$ cat config.mk
export PLATFORM = sky130hd
export DESIGN_NAME = onchip_mem_loader
export DESIGN_NICKNAME = d
export VERILOG_FILES = /design/src/rtl/onchip_mem_loader_pkg.sv /design/src/rtl/loader_word_packer.sv /design/src/rtl/onchip_mem_loader.sv
export SDC_FILE = /design/constraint.sdc
export NUM_CORES = 1
export LEC_CHECK = 0
export ABC_CLOCK_PERIOD_IN_PS = 6950
export CAP_MARGIN = 20
export CORE_MARGIN = 2
export CORE_UTILIZATION = 57
export DETAILED_ROUTE_END_ITERATION = 6
export HOLD_SLACK_MARGIN = 0.06
export MAX_ROUTING_LAYER = met4
export PLACE_DENSITY = 0.79
export SLEW_MARGIN = 30
export SYNTH_ARGS = -nofsm -noshare
export SYNTH_HDL_FRONTEND = slang
export SYNTH_SLANG_ARGS = --single-unit
$ cat constraint.sdc
create_clock -name clk -period 6.95 [get_ports clk]
set_input_delay 1.39 -clock clk [delete_from_list [all_inputs] [get_ports clk]]
set_output_delay 1.39 -clock clk [all_outputs]
set_load 0.1 [all_outputs]
$ cat src/rtl/onchip_mem_loader_pkg.sv
// Shared types and constants for the on-chip program memory boot loader.
package onchip_mem_loader_pkg;

    typedef enum logic [2:0] {
        ST_IDLE   = 3'd0,
        ST_FILL   = 3'd1,
        ST_WRITE  = 3'd2,
        ST_VERIFY = 3'd3,
        ST_DONE   = 3'd4,
        ST_ERROR  = 3'd5
    } loader_state_t;

    localparam logic [1:0] ERR_NONE     = 2'd0;
    localparam logic [1:0] ERR_OVERFLOW = 2'd1;
    localparam logic [1:0] ERR_CHECKSUM = 2'd2;

    localparam int CSUM_W = 32;

    // Zero every byte lane whose enable bit is clear.
    function automatic logic [31:0] mask_lanes(input logic [31:0] word, input logic [3:0] be);
        logic [31:0] m;
        m = 32'h0000_0000;
        for (int i = 0; i < 4; i++) begin
            m[8*i +: 8] = be[i] ? word[8*i +: 8] : 8'h00;
        end
        return m;
    endfunction

endpackage

$ cat src/rtl/loader_word_packer.sv
// Packs accepted stream bytes little-endian into a 32-bit word with a lane mask.
// word/mask/complete already include the byte being accepted this cycle.
module loader_word_packer (
    input  logic        clk,
    input  logic        reset,
    input  logic        clear,
    input  logic [7:0]  byte_data,
    input  logic        byte_valid,
    input  logic        byte_last,
    output logic [31:0] word,
    output logic [3:0]  mask,
    output logic        complete,
    output logic        last
);

    logic [1:0]  lane_idx_r;
    logic [31:0] bytes_r;
    logic [3:0]  mask_r;

    // Merge the incoming byte into the stored lanes.
    always_comb begin
        word     = bytes_r;
        mask     = mask_r;
        complete = 1'b0;
        last     = 1'b0;
        if (byte_valid) begin
            word[{lane_idx_r, 3'b000} +: 8] = byte_data;
            mask     = mask_r | (4'b0001 << lane_idx_r);
            complete = (lane_idx_r == 2'd3) || byte_last;
            last     = byte_last;
        end else begin
            complete = 1'b0;
            last     = 1'b0;
        end
    end

    // Lane state; cleared lanes read back as zero in a partial word.
    always_ff @(posedge clk) begin
        if (reset || clear) begin
            lane_idx_r <= 2'd0;
            bytes_r    <= 32'h0000_0000;
            mask_r     <= 4'b0000;
        end else if (byte_valid) begin
            lane_idx_r <= lane_idx_r + 2'd1;
            bytes_r    <= word;
            mask_r     <= mask;
        end
    end

endmodule

$ cat src/rtl/onchip_mem_loader.sv
// Streaming boot loader: packs bytes into words, writes them to program memory,
// then reads the image back and compares additive checksums.
module onchip_mem_loader
    import onchip_mem_loader_pkg::*;
#(
    parameter int ADDR_W    = 13,
    parameter int DEPTH     = 6500,
    parameter int BASE_ADDR = 0
) (
    input  logic              clk,
    input  logic              reset,
    input  logic              start,
    input  logic [7:0]        s_data,
    input  logic              s_valid,
    output logic              s_ready,
    input  logic              s_last,
    output logic [ADDR_W-1:0] mem_address,
    output logic [3:0]        mem_byteenable,
    output logic              mem_chipselect,
    output logic              mem_write,
    output logic [31:0]       mem_writedata,
    input  logic [31:0]       mem_readdata,
    output logic              mem_clken,
    output logic              busy,
    output logic              done,
    output logic              error,
    output logic [1:0]        err_code,
    output logic [ADDR_W-1:0] words_written
);

    localparam logic [ADDR_W-1:0] BASE_A = ADDR_W'(BASE_ADDR);
    localparam logic [ADDR_W-1:0] LAST_A = ADDR_W'(DEPTH - 1);
    localparam logic [ADDR_W-1:0] ONE_A  = ADDR_W'(1'b1);

    loader_state_t       state_r;
    logic [ADDR_W-1:0]   addr_r;
    logic [3:0]          be_r;
    logic [31:0]         wdata_r;
    logic                cs_r;
    logic                we_r;
    logic                clken_r;
    logic                busy_r;
    logic                done_r;
    logic                error_r;
    logic [1:0]          err_code_r;
    logic [ADDR_W-1:0]   words_r;
    logic [ADDR_W-1:0]   ver_cnt_r;
    logic [CSUM_W-1:0]   wr_csum_r;
    logic [CSUM_W-1:0]   rd_csum_r;
    logic [3:0]          final_mask_r;
    logic                last_seen_r;

    logic                s_ready_s;
    logic                start_acc_s;
    logic                pk_clear_s;
    logic [31:0]         pk_word_s;
    logic [3:0]          pk_mask_s;
    logic                pk_complete_s;
    logic                pk_last_s;
    logic [CSUM_W-1:0]   rd_sum_s;

    // Handshake and start qualification decoded from the current state.
    always_comb begin
        s_ready_s   = (state_r == ST_FILL);
        start_acc_s = start && ((state_r == ST_IDLE) || (state_r == ST_DONE) ||
                                (state_r == ST_ERROR));
        pk_clear_s  = start_acc_s || (state_r == ST_WRITE);
        if (ver_cnt_r == words_r) begin
            rd_sum_s = rd_csum_r + mask_lanes(mem_readdata, final_mask_r);
        end else begin
            rd_sum_s = rd_csum_r + mask_lanes(mem_readdata, 4'b1111);
        end
    end

    loader_word_packer u_packer (
        .clk        (clk),
        .reset      (reset),
        .clear      (pk_clear_s),
        .byte_data  (s_data),
        .byte_valid (s_valid && s_ready_s),
        .byte_last  (s_last),
        .word       (pk_word_s),
        .mask       (pk_mask_s),
        .complete   (pk_complete_s),
        .last       (pk_last_s)
    );

    // Loader FSM with registered memory-port and status outputs.
    always_ff @(posedge clk) begin
        if (reset) begin
            state_r      <= ST_IDLE;
            addr_r       <= '0;
            be_r         <= 4'b0000;
            wdata_r      <= 32'h0000_0000;
            cs_r         <= 1'b0;
            we_r         <= 1'b0;
            clken_r      <= 1'b0;
            busy_r       <= 1'b0;
            done_r       <= 1'b0;
            error_r      <= 1'b0;
            err_code_r   <= ERR_NONE;
            words_r      <= '0;
            ver_cnt_r    <= '0;
            wr_csum_r    <= '0;
            rd_csum_r    <= '0;
            final_mask_r <= 4'b0000;
            last_seen_r  <= 1'b0;
        end else begin
            clken_r <= 1'b1;
            case (state_r)
                ST_IDLE, ST_DONE, ST_ERROR: begin
                    if (start_acc_s) begin
                        state_r     <= ST_FILL;
                        addr_r      <= BASE_A;
                        busy_r      <= 1'b1;
                        done_r      <= 1'b0;
                        error_r     <= 1'b0;
                        err_code_r  <= ERR_NONE;
                        words_r     <= '0;
                        ver_cnt_r   <= '0;
                        wr_csum_r   <= '0;
                        rd_csum_r   <= '0;
                        last_seen_r <= 1'b0;
                    end
                end
                ST_FILL: begin
                    if (pk_complete_s) begin
                        state_r     <= ST_WRITE;
                        cs_r        <= 1'b1;
                        we_r        <= 1'b1;
                        wdata_r     <= pk_word_s;
                        be_r        <= pk_mask_s;
                        last_seen_r <= pk_last_s;
                    end
                end
                ST_WRITE: begin
                    we_r      <= 1'b0;
                    wr_csum_r <= wr_csum_r + mask_lanes(wdata_r, be_r);
                    words_r   <= words_r + ONE_A;
                    if (last_seen_r) begin
                        // Chip select stays up: the first verify read follows directly.
                        state_r      <= ST_VERIFY;
                        addr_r       <= BASE_A;
                        final_mask_r <= be_r;
                        be_r         <= 4'b1111;
                        ver_cnt_r    <= '0;
                    end else if (addr_r == LAST_A) begin
                        state_r    <= ST_ERROR;
                        cs_r       <= 1'b0;
                        busy_r     <= 1'b0;
                        error_r    <= 1'b1;
                        err_code_r <= ERR_OVERFLOW;
                    end else begin
                        state_r <= ST_FILL;
                        cs_r    <= 1'b0;
                        addr_r  <= addr_r + ONE_A;
                    end
                end
                ST_VERIFY: begin
                    ver_cnt_r <= ver_cnt_r + ONE_A;
                    if (ver_cnt_r != '0) begin
                        rd_csum_r <= rd_sum_s;
                    end
                    if ((ver_cnt_r + ONE_A) < words_r) begin
                        addr_r <= addr_r + ONE_A;
                    end else begin
                        cs_r <= 1'b0;
                    end
                    if (ver_cnt_r == words_r) begin
                        busy_r <= 1'b0;
                        if (rd_sum_s == wr_csum_r) begin
                            state_r <= ST_DONE;
                            done_r  <= 1'b1;
                        end else begin
                            state_r    <= ST_ERROR;
                            error_r    <= 1'b1;
                            err_code_r <= ERR_CHECKSUM;
                        end
                    end
                end
                default: begin
                    state_r <= ST_IDLE;
                    cs_r    <= 1'b0;
                    we_r    <= 1'b0;
                    busy_r  <= 1'b0;
                end
            endcase
        end
    end

    assign s_ready        = s_ready_s;
    assign mem_address    = addr_r;
    assign mem_byteenable = be_r;
    assign mem_chipselect = cs_r;
    assign mem_write      = we_r;
    assign mem_writedata  = wdata_r;
    assign mem_clken      = clken_r;
    assign busy           = busy_r;
    assign done           = done_r;
    assign error          = error_r;
    assign err_code       = err_code_r;
    assign words_written  = words_r;

endmodule

# Yosys cells after proc, flatten, opt, wreduce, memory -nomap -nowiden

Index checks and enable logic that the tools add are counted.

Order comparisons: 1
$add $sub $neg: 8
Eq/ne operators: 21
Mux-type cells: 64
Bitwise logic cells: 4
Shifts and indexed selects: 3
Reductions and logical operators: 30

Operator list:

| kind                                                 | count |
|---|---|
| 2-to-1 mux 32 bit                                    | 4 |
| case mux 32 bit (2 select lines)                     | 2 |
| adder 32 bit                                         | 3 |
| case mux 13 bit (3 select lines)                     | 2 |
| 2-to-1 mux 13 bit                                    | 5 |
| 2-to-1 mux 8 bit                                     | 8 |
| adder 13 x 1 -> 13 bit, second input constant        | 3 |
| bitwise mux 32 bit                                   | 1 |
| == test 32 bit                                       | 1 |
| variable shift 8 x 7 -> 32 bit, first input constant | 1 |
| indexed part select 8 x 7 -> 32 bit                  | 1 |
| case mux 13 bit (2 select lines)                     | 1 |
| 2-to-1 mux 1 bit                                     | 19 |
| != test 2 bit, second input constant                 | 9 |
| 2-to-1 mux 3 bit                                     | 5 |
| AND reduction 3 bit                                  | 5 |
| == test 13 bit                                       | 1 |
| == test 13 bit, second input constant                | 1 |
| less-than comparator 13 bit                          | 1 |
| nonzero test 13 bit                                  | 1 |
| 2-to-1 mux 4 bit                                     | 3 |
| case mux 3 bit (4 select lines)                      | 1 |
| AND reduction 4 bit                                  | 3 |
| 2-to-1 mux 2 bit                                     | 5 |
| 26 further kinds                                     | 45 |

Flip-flop bits (word level): 193
Input bits: 45
Output and inout port bits: 71
Logic and storage cells: 151

# Depth between registers and ports, before layout

Word-level depth: 7
Depth in mapped cells: 22
Gate-level depth less buffers: 19

# By module

Synthesis repeated with hierarchy kept, for this count alone.

Cell total of the unflattened synthesis: 1,692
Area, all modules: 13,142.6 um^2

Modules (own cells, without submodules):

| module             | sequential area each (um^2) | area each (um^2) | times used | cells an instance |
|---|---|---|---|---|
| onchip_mem_loader  | 3,103.0                     | 11,447.2         | 1          | 1,514 |
| loader_word_packer | 760.7                       | 1,695.4          | 1          | 178 |

# Least setup slack after synthesis

OpenSTA, ideal clock, no wires.

Kind: register to register
From: reg words_r[4], in the netlist words_written[4]
To: reg error_r, in the netlist error
Path buffers: 1
Stages on the path, launching flop included: 21
Setup slack: 1.452 ns
Clock period less this slack: 5.498 ns
Data required time: 6.823 ns
Arrival time: 5.371 ns
Path through: dfxtp_1 -> xor2_1 -> nor4_1 -> nand4_1 -> or4_4 -> buf_6 -> nor2_1 -> nor2b_1 -> ha_1 -> fa_1 -> a211oi_2 -> o211ai_2 -> a2111oi_0 -> nor3_1 -> xor2_1 -> xnor2_1 -> nand2_1 -> nor4_1 -> nand4_2 -> nor4_2 -> o21ai_1

Word-level cells in the longest chain between the ends: 5

RTL lines:

| element                         | RTL line                                          | source |
|---|---|---|
| start, declared                 | onchip_mem_loader.sv:46                           | `logic [ADDR_W-1:0] words_r;` |
| start signal, assigned          | onchip_mem_loader.sv:139                          | `words_r <= words_r + ONE_A;` |
| == test 13 bit *                | onchip_mem_loader.sv:68, onchip_mem_loader.sv:169 |  |
| 2-to-1 mux 32 bit               | onchip_mem_loader.sv:68                           | `if (ver_cnt_r == words_r) begin` |
| == test 32 bit                  | onchip_mem_loader.sv:171                          | `if (rd_sum_s == wr_csum_r) begin` |
| != test 2 bit (no line)         | --                                                |  |
| AND reduction 6 bit (no line) * | --                                                |  |
| end signal, assigned            | onchip_mem_loader.sv:100                          | `error_r <= 1'b0;` |
| end signal, assigned            | onchip_mem_loader.sv:117                          | `error_r <= 1'b0;` |
| end signal, assigned            | onchip_mem_loader.sv:176                          | `error_r <= 1'b1;` |
| end, declared                   | onchip_mem_loader.sv:44                           | `logic error_r;` |

Mark *: on every way between the ends. The rest lies on a longest branch, timed or not.
A chain may end at the register's enable or synchronous reset.

# Worst setup path after layout

From: reg ver_cnt_r[7]
To: reg error_r, in the netlist error

Word-level cells in the longest chain between the ends: 5

RTL lines:

| element                         | RTL line                                          | source |
|---|---|---|
| start, declared                 | onchip_mem_loader.sv:47                           | `logic [ADDR_W-1:0] ver_cnt_r;` |
| start signal, assigned          | onchip_mem_loader.sv:160                          | `ver_cnt_r <= ver_cnt_r + ONE_A;` |
| == test 13 bit *                | onchip_mem_loader.sv:68, onchip_mem_loader.sv:169 |  |
| 2-to-1 mux 32 bit               | onchip_mem_loader.sv:68                           |  |
| == test 32 bit                  | onchip_mem_loader.sv:171                          |  |
| != test 2 bit (no line)         | --                                                |  |
| AND reduction 6 bit (no line) * | --                                                |  |

Marked as above.

==> impl_metrics.py <==
metrics = {
    "grt": {
        "grt_max_degree": 67,
        "globalRouteOverflowTotal": 0,
        "gr-usage-all-layers": 0.315,
        "grt_pass1_wl_um": 59300,
        "antenna_found_initial": 0,
        "grt_pass1_vias": 11300,
    },
    "floorplanning": {
        "die_h_um": 154,
        "die_w_um": 154,
        "die_area_um2": 23600,
        "initial_core_util": 0.583,
        "ioPinCount": 116,
        "coreArea_um2": 21900,
        "rows": 54,
    },
    "routing": {
        "wire_per_inst_um": 18.7,
        "wl_met3_um": 2990,
        "drt_first_iter_violations": 963,
        "wl_met2_um": 15800,
        "routed_wl_um": 36400,
        "wl_met1_um": 16800,
        "detail-route-antenna-nets": 0,
        "drc": 0,
        "routed.top_layer": "met4",
        "via_per_inst": 6.22,
        "dr.pass1.iters": 6,
        "vias": 12100,
    },
    "logic_synthesis": {
        "syn-num-nets": 1727,
        "yosysWarnings": 0,
        "synth_area_um2": 12800,
        "syn_avg_cell_area_um2": 8.02,
        "yosysSeqAreaShare": 0.303,
        "syn-instance-count": 1590,
        "synth_edf_count": 0,
        "synth.distinct_cells": 94,
        "synth_seq_cells": 193,
        "synth_ff_type": "dfxtp_1",
        "ys_async_sr_fraction": 0,
    },
    "timing": {
        "tns_ps": 0,
        "worst_pin_slew_ps": 1040,
        "clock_skew_ps": 19.8,
        "fin_crit_sh": 0.847,
        "setup_viol": 0,
        "timing.fmax_mhz": 170,
        "rsz0062_at_grt": "false",
        "relSlewSlack": 0.305,
        "min_period_ps": 5890,
        "hold_viol": 0,
        "maxSlewViolCount": 0,
    },
    "power": {
        "p_leak_uw": 0.00584,
        "power_density_nw_per_um2": 219,
        "irDropWorstVdd_mv": 0.255,
    },
    "final_layout": {
        "layout_common_cells": "nor2_1 (208), dfxtp_1 (193), a21oi_1 (127), clkdlybuf4s50_1 (114), nand2_1 (104)",
        "fin_cells": 1945,
        "num-nets-final": 1789,
        "layout-area-overhead-vs-synth_pct": 14.5,
        "layout-drive-gt1-share": 0.0486,
        "final_common_cell": "nor2_1",
        "fin_util": 0.667,
        "diodes": 0,
    },
    "placement": {
        "place_hpwl_um": 27000,
        "place_inst": 1913,
        "finalWeightedCongestion": 0.995,
        "io_buffers": 115,
    },
    "hold_path": {
        "min_from": "rd_csum_r[29]",
        "holdPathEnd": "rd_csum_r[29]",
        "hp-class": "register to register",
        "min_path_cells": 2,
    },
    "setup_path": {
        "crit_path_top_delay_cell": "a2111oi_0",
        "crit_family": "simple AND/OR/NAND/NOR gates",
        "end_kind": "register",
        "crit_cells": 18,
        "r2r-start": "ver_cnt_r[7]",
        "worstPathRequired_ps": 7270,
        "worst-path-buf-inv": 0,
        "cp_common_cell": "nor4_1",
        "slowest_delay_ps": 760,
        "r2r_end": "error",
        "crit_path_start_kind": "register",
        "critPathMaxFanout": 9,
        "critPathArrivalTime_ps": 6210,
        "crit_type": "register to register",
        "reg2reg_setup_slack_ps": 1060,
        "cp_cell_sequence": "xor2_1 > nor4_1 > nand4_1 > or4_4 > nor2_1 > nor2b_1 > ha_1 > a21oi_2 > a21boi_0 > a2111oi_0 > nand2_1 > xnor2_1 > o311ai_0 > nor4_1 > and3_1 > nand4_2 > nor4_2 > o21ai_1",
        "reg2reg_depth": 18,
    },
    "clock_network": {
        "post_cts_resized": 0,
        "cts_tree": "done",
        "clockBufferDepth": 2,
        "cts_buffers": 17,
        "h-tree-depth": 4,
        "clock-sinks": 193,
        "clkTransAtPathRegs_ps": 80,
        "cts_hold_buf": 0,
        "post_cts_buffers": 0,
        "cts_root_buffer": "clkbuf_16",
        "clk_latency_ps": 440,
    },
    "job": {
        "maxCapViolCount": 0,
    },
    "outcome": {
        "status": "completed",
    },
}
## sequential cells by signal, indices dropped and copies added (netlist names), 2 cells and up
signal               flops
err_code                 2
final_mask_r             4
mem_address             13
mem_byteenable           4
mem_writedata           32
rd_csum_r               32
state_r                  3
u_packer.bytes_r        32
u_packer.lane_idx_r      2
u_packer.mask_r          4
ver_cnt_r               13
words_written           13
wr_csum_r               32
## layout make-up
class | instances | area (um2)
fill | 1921 | 7280
timing repair buffer | 122 | 1200
inverter | 41 | 154
clock inverter | 15 | 209
clock buffer | 17 | 425
sequential | 193 | 3860
tap | 280 | 350
multi-input combinational | 1277 | 8410
## tightest hold or removal path: cells and delay by family (launching register included)
kind / cells / cell delay [ps]
AO/OA/AOI/OAI: 1 / 50
AND/OR/NAND/NOR: 1 / 50
flip-flops: 1 / 320
## cell usage after synthesis, types with 7 or more instances
| library cell | number | area, um2 |
|---|---|---|
| nor2_1 | 209 | 785 |
| dfxtp_1 | 193 | 3860 |
| a21oi_1 | 127 | 636 |
| nand2_1 | 105 | 394 |
| ha_1 | 90 | 1130 |
| o21ai_0 | 73 | 365 |
| xnor2_1 | 62 | 543 |
| and3_1 | 55 | 344 |
| xor2_1 | 54 | 473 |
| clkbuf_1 | 53 | 199 |
| nand3_1 | 44 | 220 |
| and2_1 | 41 | 257 |
| a211oi_1 | 40 | 300 |
| inv_1 | 39 | 146 |
| a22oi_1 | 37 | 278 |
| nor3_1 | 33 | 165 |
| nor2b_1 | 32 | 200 |
| a21o_1 | 23 | 173 |
| nand4_1 | 20 | 125 |
| nor4_1 | 19 | 119 |
| nand2b_1 | 16 | 100 |
| o21a_1 | 16 | 120 |
| buf_2 | 14 | 70.1 |
| o21ai_1 | 13 | 65.1 |
| o21bai_1 | 12 | 90.1 |
| a31oi_1 | 8 | 50.1 |
| or3_1 | 8 | 50.1 |
| a311oi_1 | 7 | 61.3 |
| and2b_1 | 7 | 52.6 |
| mux2i_1 | 7 | 70.1 |
| o211ai_1 | 7 | 52.6 |
## through the flow
step           power (uW)  area [um2]  worst slack, ps  hold WS [ps]
4_1_cts              3200       14600             1260           467
5_1_grt              3320       14600              752           488
3_3_place_gp         2140       14000             1410           434
3_5_place_dp         2150       14000             1340           452
2_1_floorplan        1910       12800             1450           424
6_report             3200       14600             1060           462
## logic make-up (layout without fill, tap and decap cells)
kind of cell / Yosys count / after routing / share of synthesized area
and+or+nand+nor: 620 / 620 / 0.242
AOI/OAI and AO/OA: 434 / 434 / 0.226
DFF: 193 / 193 / 0.303
xor gates and xnor gates: 122 / 122 / 0.0898
buffers and inverters: 120 / 195 / 0.0393
adders and majority gates: 92 / 92 / 0.0914
muxes: 9 / 9 / 0.00844
## power by group
part / leakage (uW) / internal, uW / switching (uW) / total [uW]
clock: 0.000303 / 530 / 526 / 1060
combinational: 0.00398 / 265 / 663 / 928
sequential: 0.00156 / 1150 / 65.6 / 1210
total: 0.00584 / 1940 / 1250 / 3200
## layer usage
layer	track usage	up-vias
met5	-	-
met4	0.0904	0
met3	0.0558	64
met2	0.465	467
met1	0.442	5699
li1	-	5869
## worst max-delay path by stage
| stage | startpoint | endpoint | slack, ps |
|---|---|---|---|
| after global routing | ver_cnt_r[4] | error | 750 |
| after detailed placement | ver_cnt_r[4] | error | 1340 |
| after CTS | ver_cnt_r[4] | error | 1260 |
| after floorplan | words_written[4] | error | 1450 |
| after global placement | ver_cnt_r[7] | error | 1410 |
| final | ver_cnt_r[7] | error | 1060 |
(Power assumes the default switching activity.)
==> RTL edit 1, RTL diff (config.mk and constraints unchanged) <==
The 6 states of `loader_state_t` get a Gray code encoding in 3 bits.
--- a/src/rtl/onchip_mem_loader_pkg.sv
+++ b/src/rtl/onchip_mem_loader_pkg.sv
@@ -4,8 +4,8 @@
     typedef enum logic [2:0] {
-        ST_IDLE   = 3'd0,
-        ST_FILL   = 3'd1,
-        ST_WRITE  = 3'd2,
-        ST_VERIFY = 3'd3,
-        ST_DONE   = 3'd4,
-        ST_ERROR  = 3'd5
+        ST_IDLE   = 3'b000,
+        ST_FILL   = 3'b001,
+        ST_WRITE  = 3'b011,
+        ST_VERIFY = 3'b010,
+        ST_DONE   = 3'b110,
+        ST_ERROR  = 3'b111
     } loader_state_t;
Function: same outputs for any inputs over 4 cycles, from zero or initial values and one cycle with reset high; so few cycles prove little.
==> RTL edit 1 against the unedited design <==
  * Combinational power fell by 48%
  * Clock skew fell by 0.0016 ns
  * Routed wire length rose by 1.9%
  * Worst setup slack got worse by 0.27 ns
  * Power fell by 18%
  * Sequential cell count did not move
  * Critical path depth rose by 2
  * Utilization fell by 0.46 points
  * Global-route usage fell by 0.23 points
  * Count of clock-buffer cells in the layout did not move
  * Clock power fell by 6%
  * Cell area rose by 2.7%
  * Synthesized area rose by 3.3%
  * Critical path type unchanged
  * Largest cell class unchanged
  * Highest routed layer unchanged
==> RTL edit 1: results (changes against the unedited design) <==
status: "completed"
dpl_cell_area_sq_mm: 0.0144  # +3.2%
hold_depth: 2  # unchanged
cts_buffer_depth: 2  # unchanged
cts.clk_slew.worst_paths_ns: 0.08  # about the same
seq_area_frac_synth_pct: 29.3  # -0.97 points
track_usage_pct: 31.2  # -0.23 points
avgViaCountPerCell: 6.19  # -0.57%
dp_hpwl_um: 27900  # +3.2%
worstReg2RegStart: "words_written[6]"
io_buffer_count: 115  # unchanged
synth_warnings: 0  # unchanged
p_leak_nw: 6.09  # +4.3%
cp.arrival_ns: 6.45  # +0.24 ns
drive_gt1_share_pct: 4.88  # +0.017 points
r2r_cells: 20  # +2
post-place-ws_ns: 0.886  # -0.452 ns
cts_resized: 0  # unchanged
finalWeightedCongestion: 0.999  # +0.41%
min_path_type: "flip-flop to flip-flop"
finalClockSkew_ns: 0.0182  # -0.00156 ns
peakVddDrop_v: 0.000157  # -38%
yosys-top-cells-count: "nor2_1, dfxtp_1, a21oi_1, nand2_1, ha_1"
grt_pass1_wl_um: 59700  # +0.57%
cts_buffers: 17  # unchanged
clock_latency_ns: 0.44  # about the same
synthesis.nets: 1809  # +4.7%
antenna_cells: 0  # unchanged
grt_antenna_before_repair: 0  # unchanged
synth.area.top_cells: "dfxtp_1, ha_1, nor2_1"
nNetsFinal: 1866  # +4.3%
drt_iter0_markers: 1000  # +3.8%
cts_max_level: 4  # unchanged
wl_per_cell_um: 18.3  # -2.2%
cts_root_buf: "clkbuf_16"
min_delay_worst_endpoint: "final_mask_r[1]"
grt_pass1_vias: 11564  # +2.3%
postCtsSetupRepairBufs: 0  # unchanged
nFillCells: 1957  # +1.9%
yosysUniqueCellTypes: 91  # -3.2%
grt_max_degree: 57  # -15%
worst_pin_slew_ns: 1.02  # -0.0193 ns
hp-start: "final_mask_r[1]"
rrSetupSlack_ns: 0.79  # -0.27 ns
worstPathMaxFanout: 8  # -1
async_reset_ff_share_pct: 0  # unchanged
r2r_end: "err_code[1]"
drtPass1Iterations: 5  # -1
## RTL edit 1: cell count changes after synthesis, moves of 12 or more
| cell | change |
|---|---|
| a22oi_1 | -12 |
| xor2_1 | -18 |
| nand2_1 | +23 |
| clkbuf_1 | +14 |
| and3_1 | +14 |
## RTL edit 1: routing by layer
layer	track usage [%]	wire length [um]	up-vias	part of all wire, %
met4	9.22	794	0	2.1
li1	-	-	6144	-
met5	-	0	-	0
met2	46.2	16100	444	43
met3	4.89	2550	50	6.9
met1	44.1	17700	5893	48
## RTL edit 1: worst max path at each step
stage	from	endpoint	slack, ns	depth (start not counted)
6_report	words_written[6]	err_code[1]	0.79	20
3_5_place_dp	words_written[6]	err_code[1]	0.89	20
2_1_floorplan	words_written[6]	err_code[1]	1.12	21
4_1_cts	words_written[6]	err_code[1]	0.84	20
5_1_grt	words_written[6]	err_code[1]	0.35	20
3_3_place_gp	words_written[6]	err_code[1]	0.99	20
## RTL edit 1: final cells by class
| cell class | count | area (sq um) | share of cell area [%] |
|---|---|---|---|
| multi-input cells | 1349 | 8800 | 58.6 |
| well taps | 285 | 357 | 2.38 |
| repair buffers | 127 | 1250 | 8.30 |
| inverters | 41 | 154 | 1.03 |
| clock buffers | 17 | 425 | 2.83 |
| clock inverters | 14 | 165 | 1.10 |
| flip-flops and latches | 193 | 3860 | 25.7 |
## RTL edit 1: cells by family after synthesis
logic type	synth area share (%)
AOI/OAI and AO/OA	22.7
xor gates and xnor gates	7.19
adders and majority gates	8.85
buffers and inverters	3.97
DFF	29.3
muxes	1.15
and+or+nand+nor	26.8
## RTL edit 1: critical path, stage by stage, from the launching register on
cell       delay (ns)
dfxtp_1          0.48
xor2_1           0.13
nor4_1           0.30
nand4_1          0.13
or4_1            0.67
nor2_1           0.50
nor2b_1          0.10
ha_1             0.25
fa_1             0.43
a21o_2           0.26
a21oi_1          0.34
xor2_1           0.12
a2111oi_0        0.41
o2111ai_1        0.18
nor4b_1          0.34
nand4_1          0.15
nor4_1           0.32
nand4b_1         0.16
nor2_1           0.42
and3b_1          0.25
a2111oi_2        0.05
## RTL edit 1: power by group
group | internal, mW | switching (mW) | total, mW
clock network | 0.485 | 0.508 | 0.993
logic | 0.144 | 0.342 | 0.486
registers | 1.13 | 0.0295 | 1.16
## RTL edit 1: metrics by stage
step	std cells	util [%]	hold slack (ns)
3_3_place_gp	1994	63.6	0.445
3_5_place_dp	1995	63.7	0.449
5_1_grt	2026	66.3	0.492
2_1_floorplan	1672	-	0.436
6_report	2026	66.3	0.462
4_1_cts	2026	66.3	0.460
==> RTL edit 2, RTL diff (same flow settings) <==
Made on the original files. Set the parameter `ADDR_W` to 12 (it was 13).
--- a/src/rtl/onchip_mem_loader.sv
+++ b/src/rtl/onchip_mem_loader.sv
@@ -5,3 +5,3 @@
 #(
-    parameter int ADDR_W    = 13,
+    parameter int ADDR_W    = 12,
     parameter int DEPTH     = 6500,
Interface: changed (resized mem_address and words_written); port bits go from 116 to 114. The function was not compared with the original's and may differ.
==> RTL edit 2 against the unedited design <==
  * Sequential cell count down 3
  * Routed wire length down 9.1%
  * Largest power group unchanged
  * Utilization up 0.26 points
  * Synthesized area down 4.3%
  * Worst setup slack better by 0.23 ns
  * Worst hold slack better by 0.0054 ns
  * Critical endpoint unchanged
  * Cell area down 3.6%
  * Power down 8.8%
==> RTL edit 2: results (changes against the unedited design) <==
drive_gt1_share_pct: 5.04  # +0.18 points
drtPass1Iterations: 6  # unchanged
synthesis.nets: 1644  # -4.8%
cpMaxStageDelayCell: "nor2_1"
track_usage_pct: 29.8  # -1.7 points
rrSetupSlack_ns: 1.29  # +0.23 ns
cts_root_buf: "clkbuf_16"
critPathMaxStageDelay_ns: 0.65  # -0.11 ns
synth.area.top_cells: "dfxtp_1, ha_1, nor2_1"
dpl_cell_area_sq_mm: 0.0135  # -3.7%
drt_iter0_markers: 797  # -17%
grt_antenna_before_repair: 0  # unchanged
place_inst: 1829  # -4.4%
antenna_cells: 0  # unchanged
min_delay_worst_endpoint: "final_mask_r[0]"
peakVddDrop_v: 0.000208  # -19%
layout.cells.non_filler: 1861  # -4.3%
vias: 11327  # -6.4%
finalClockSkew_ns: 0.0171  # -0.00263 ns
hp-start: "final_mask_r[0]"
nFillCells: 1795  # -6.6%
dp_hpwl_um: 24400  # -9.7%
status: "completed"
yosysUniqueCellTypes: 84  # -11%
worst_slew_margin_rel_pct: 32.2  # +1.6 points
finalWeightedCongestion: 0.941  # -5.4%
post-place-ws_ns: 1.44  # +0.101 ns
nNetsFinal: 1709  # -4.5%
async_reset_ff_share_pct: 0  # unchanged
clock_latency_ns: 0.45
holdWs_ns: 0.468  # +0.00539 ns
cts_max_level: 4  # unchanged
max_freq_mhz: 177  # +4.0%
io_buffer_count: 113  # -1.7%
grt_pass1_vias: 10459  # -7.5%
cts.clk_slew.worst_paths_ns: 0.08  # about the same
yosys-top-cells-count: "dfxtp_1, nor2_1, a21oi_1, nand2_1, ha_1"
wl_per_cell_um: 17.8  # -5.0%
synth_area_per_cell_sq_um: 8.10  # +0.91%
min_path_type: "flip-flop to flip-flop"
worstReg2RegStart: "ver_cnt_r[0]"
p_leak_nw: 5.85  # +0.20%
cp.arrival_ns: 6.01  # -0.20 ns
start_kind: "flip-flop"
grt_pass1_wl_um: 52500  # -12%
seq_area_frac_synth_pct: 31.2  # +0.87 points
==> RTL edit 2: cell types whose count changed in the layout (fill, tap and decap cells not counted), moves of 6 or more <==
cell     change
a21o_1      +10
nand3_1      -8
a21oi_1      -8
nor2_1      -22
xnor2_1      -8
nor2b_1     +12
and3_1       +6
and2b_1      -7
nand2_1      -7
o21ai_1      -6
nor3_1      -18
==> RTL edit 2: cell type report <==
cell class                 count  area, sq um  share of cell area [%]
clock inverter                15          205                    1.46
inverter                      39          146                    1.04
sequential                   190         3800                    27.0
tap                          275          344                    2.44
clock buffer                  17          425                    3.02
multi-input combinational   1204         7980                    56.6
timing repair buffer         121         1180                    8.40
==> RTL edit 2: cell families after synthesis <==
family	share of synthesized area [%]
muxes	0.769
xor gates and xnor gates	8.57
adders and majority gates	9.45
AOI/OAI and AO/OA	22.7
buffers and inverters	3.69
DFF	31.2
and+or+nand+nor	23.6
==> RTL edit 2: metal layers <==
layer	GRT usage, %	vias up	wire length (um)
li1	-	5558	-
met1	39.3	5317	15100
met2	46.3	391	14800
met3	6.00	61	2330
met4	8.87	0	780
met5	-	-	0
==> RTL edit 2: power breakdown <==
group / internal [mW] / leakage [nW] / total (mW) / switching, mW
sequential: 1.12 / 1.53 / 1.16 / 0.0422
clock: 0.528 / 0.306 / 1.05 / 0.518
combinational: 0.199 / 4.01 / 0.705 / 0.506
total: 1.85 / 5.85 / 2.92 / 1.07
==> RTL edit 2: worst max-delay path: cells and delay by family, from the launching register on <==
| family | cells | cell delay, ns |
|---|---|---|
| AO/OA/AOI/OAI | 8 | 1.98 |
| XOR/XNOR | 1 | 0.24 |
| adder cells (fa/ha/maj) | 3 | 0.92 |
| flip-flops | 1 | 0.42 |
| AND/OR/NAND/NOR | 6 | 1.99 |
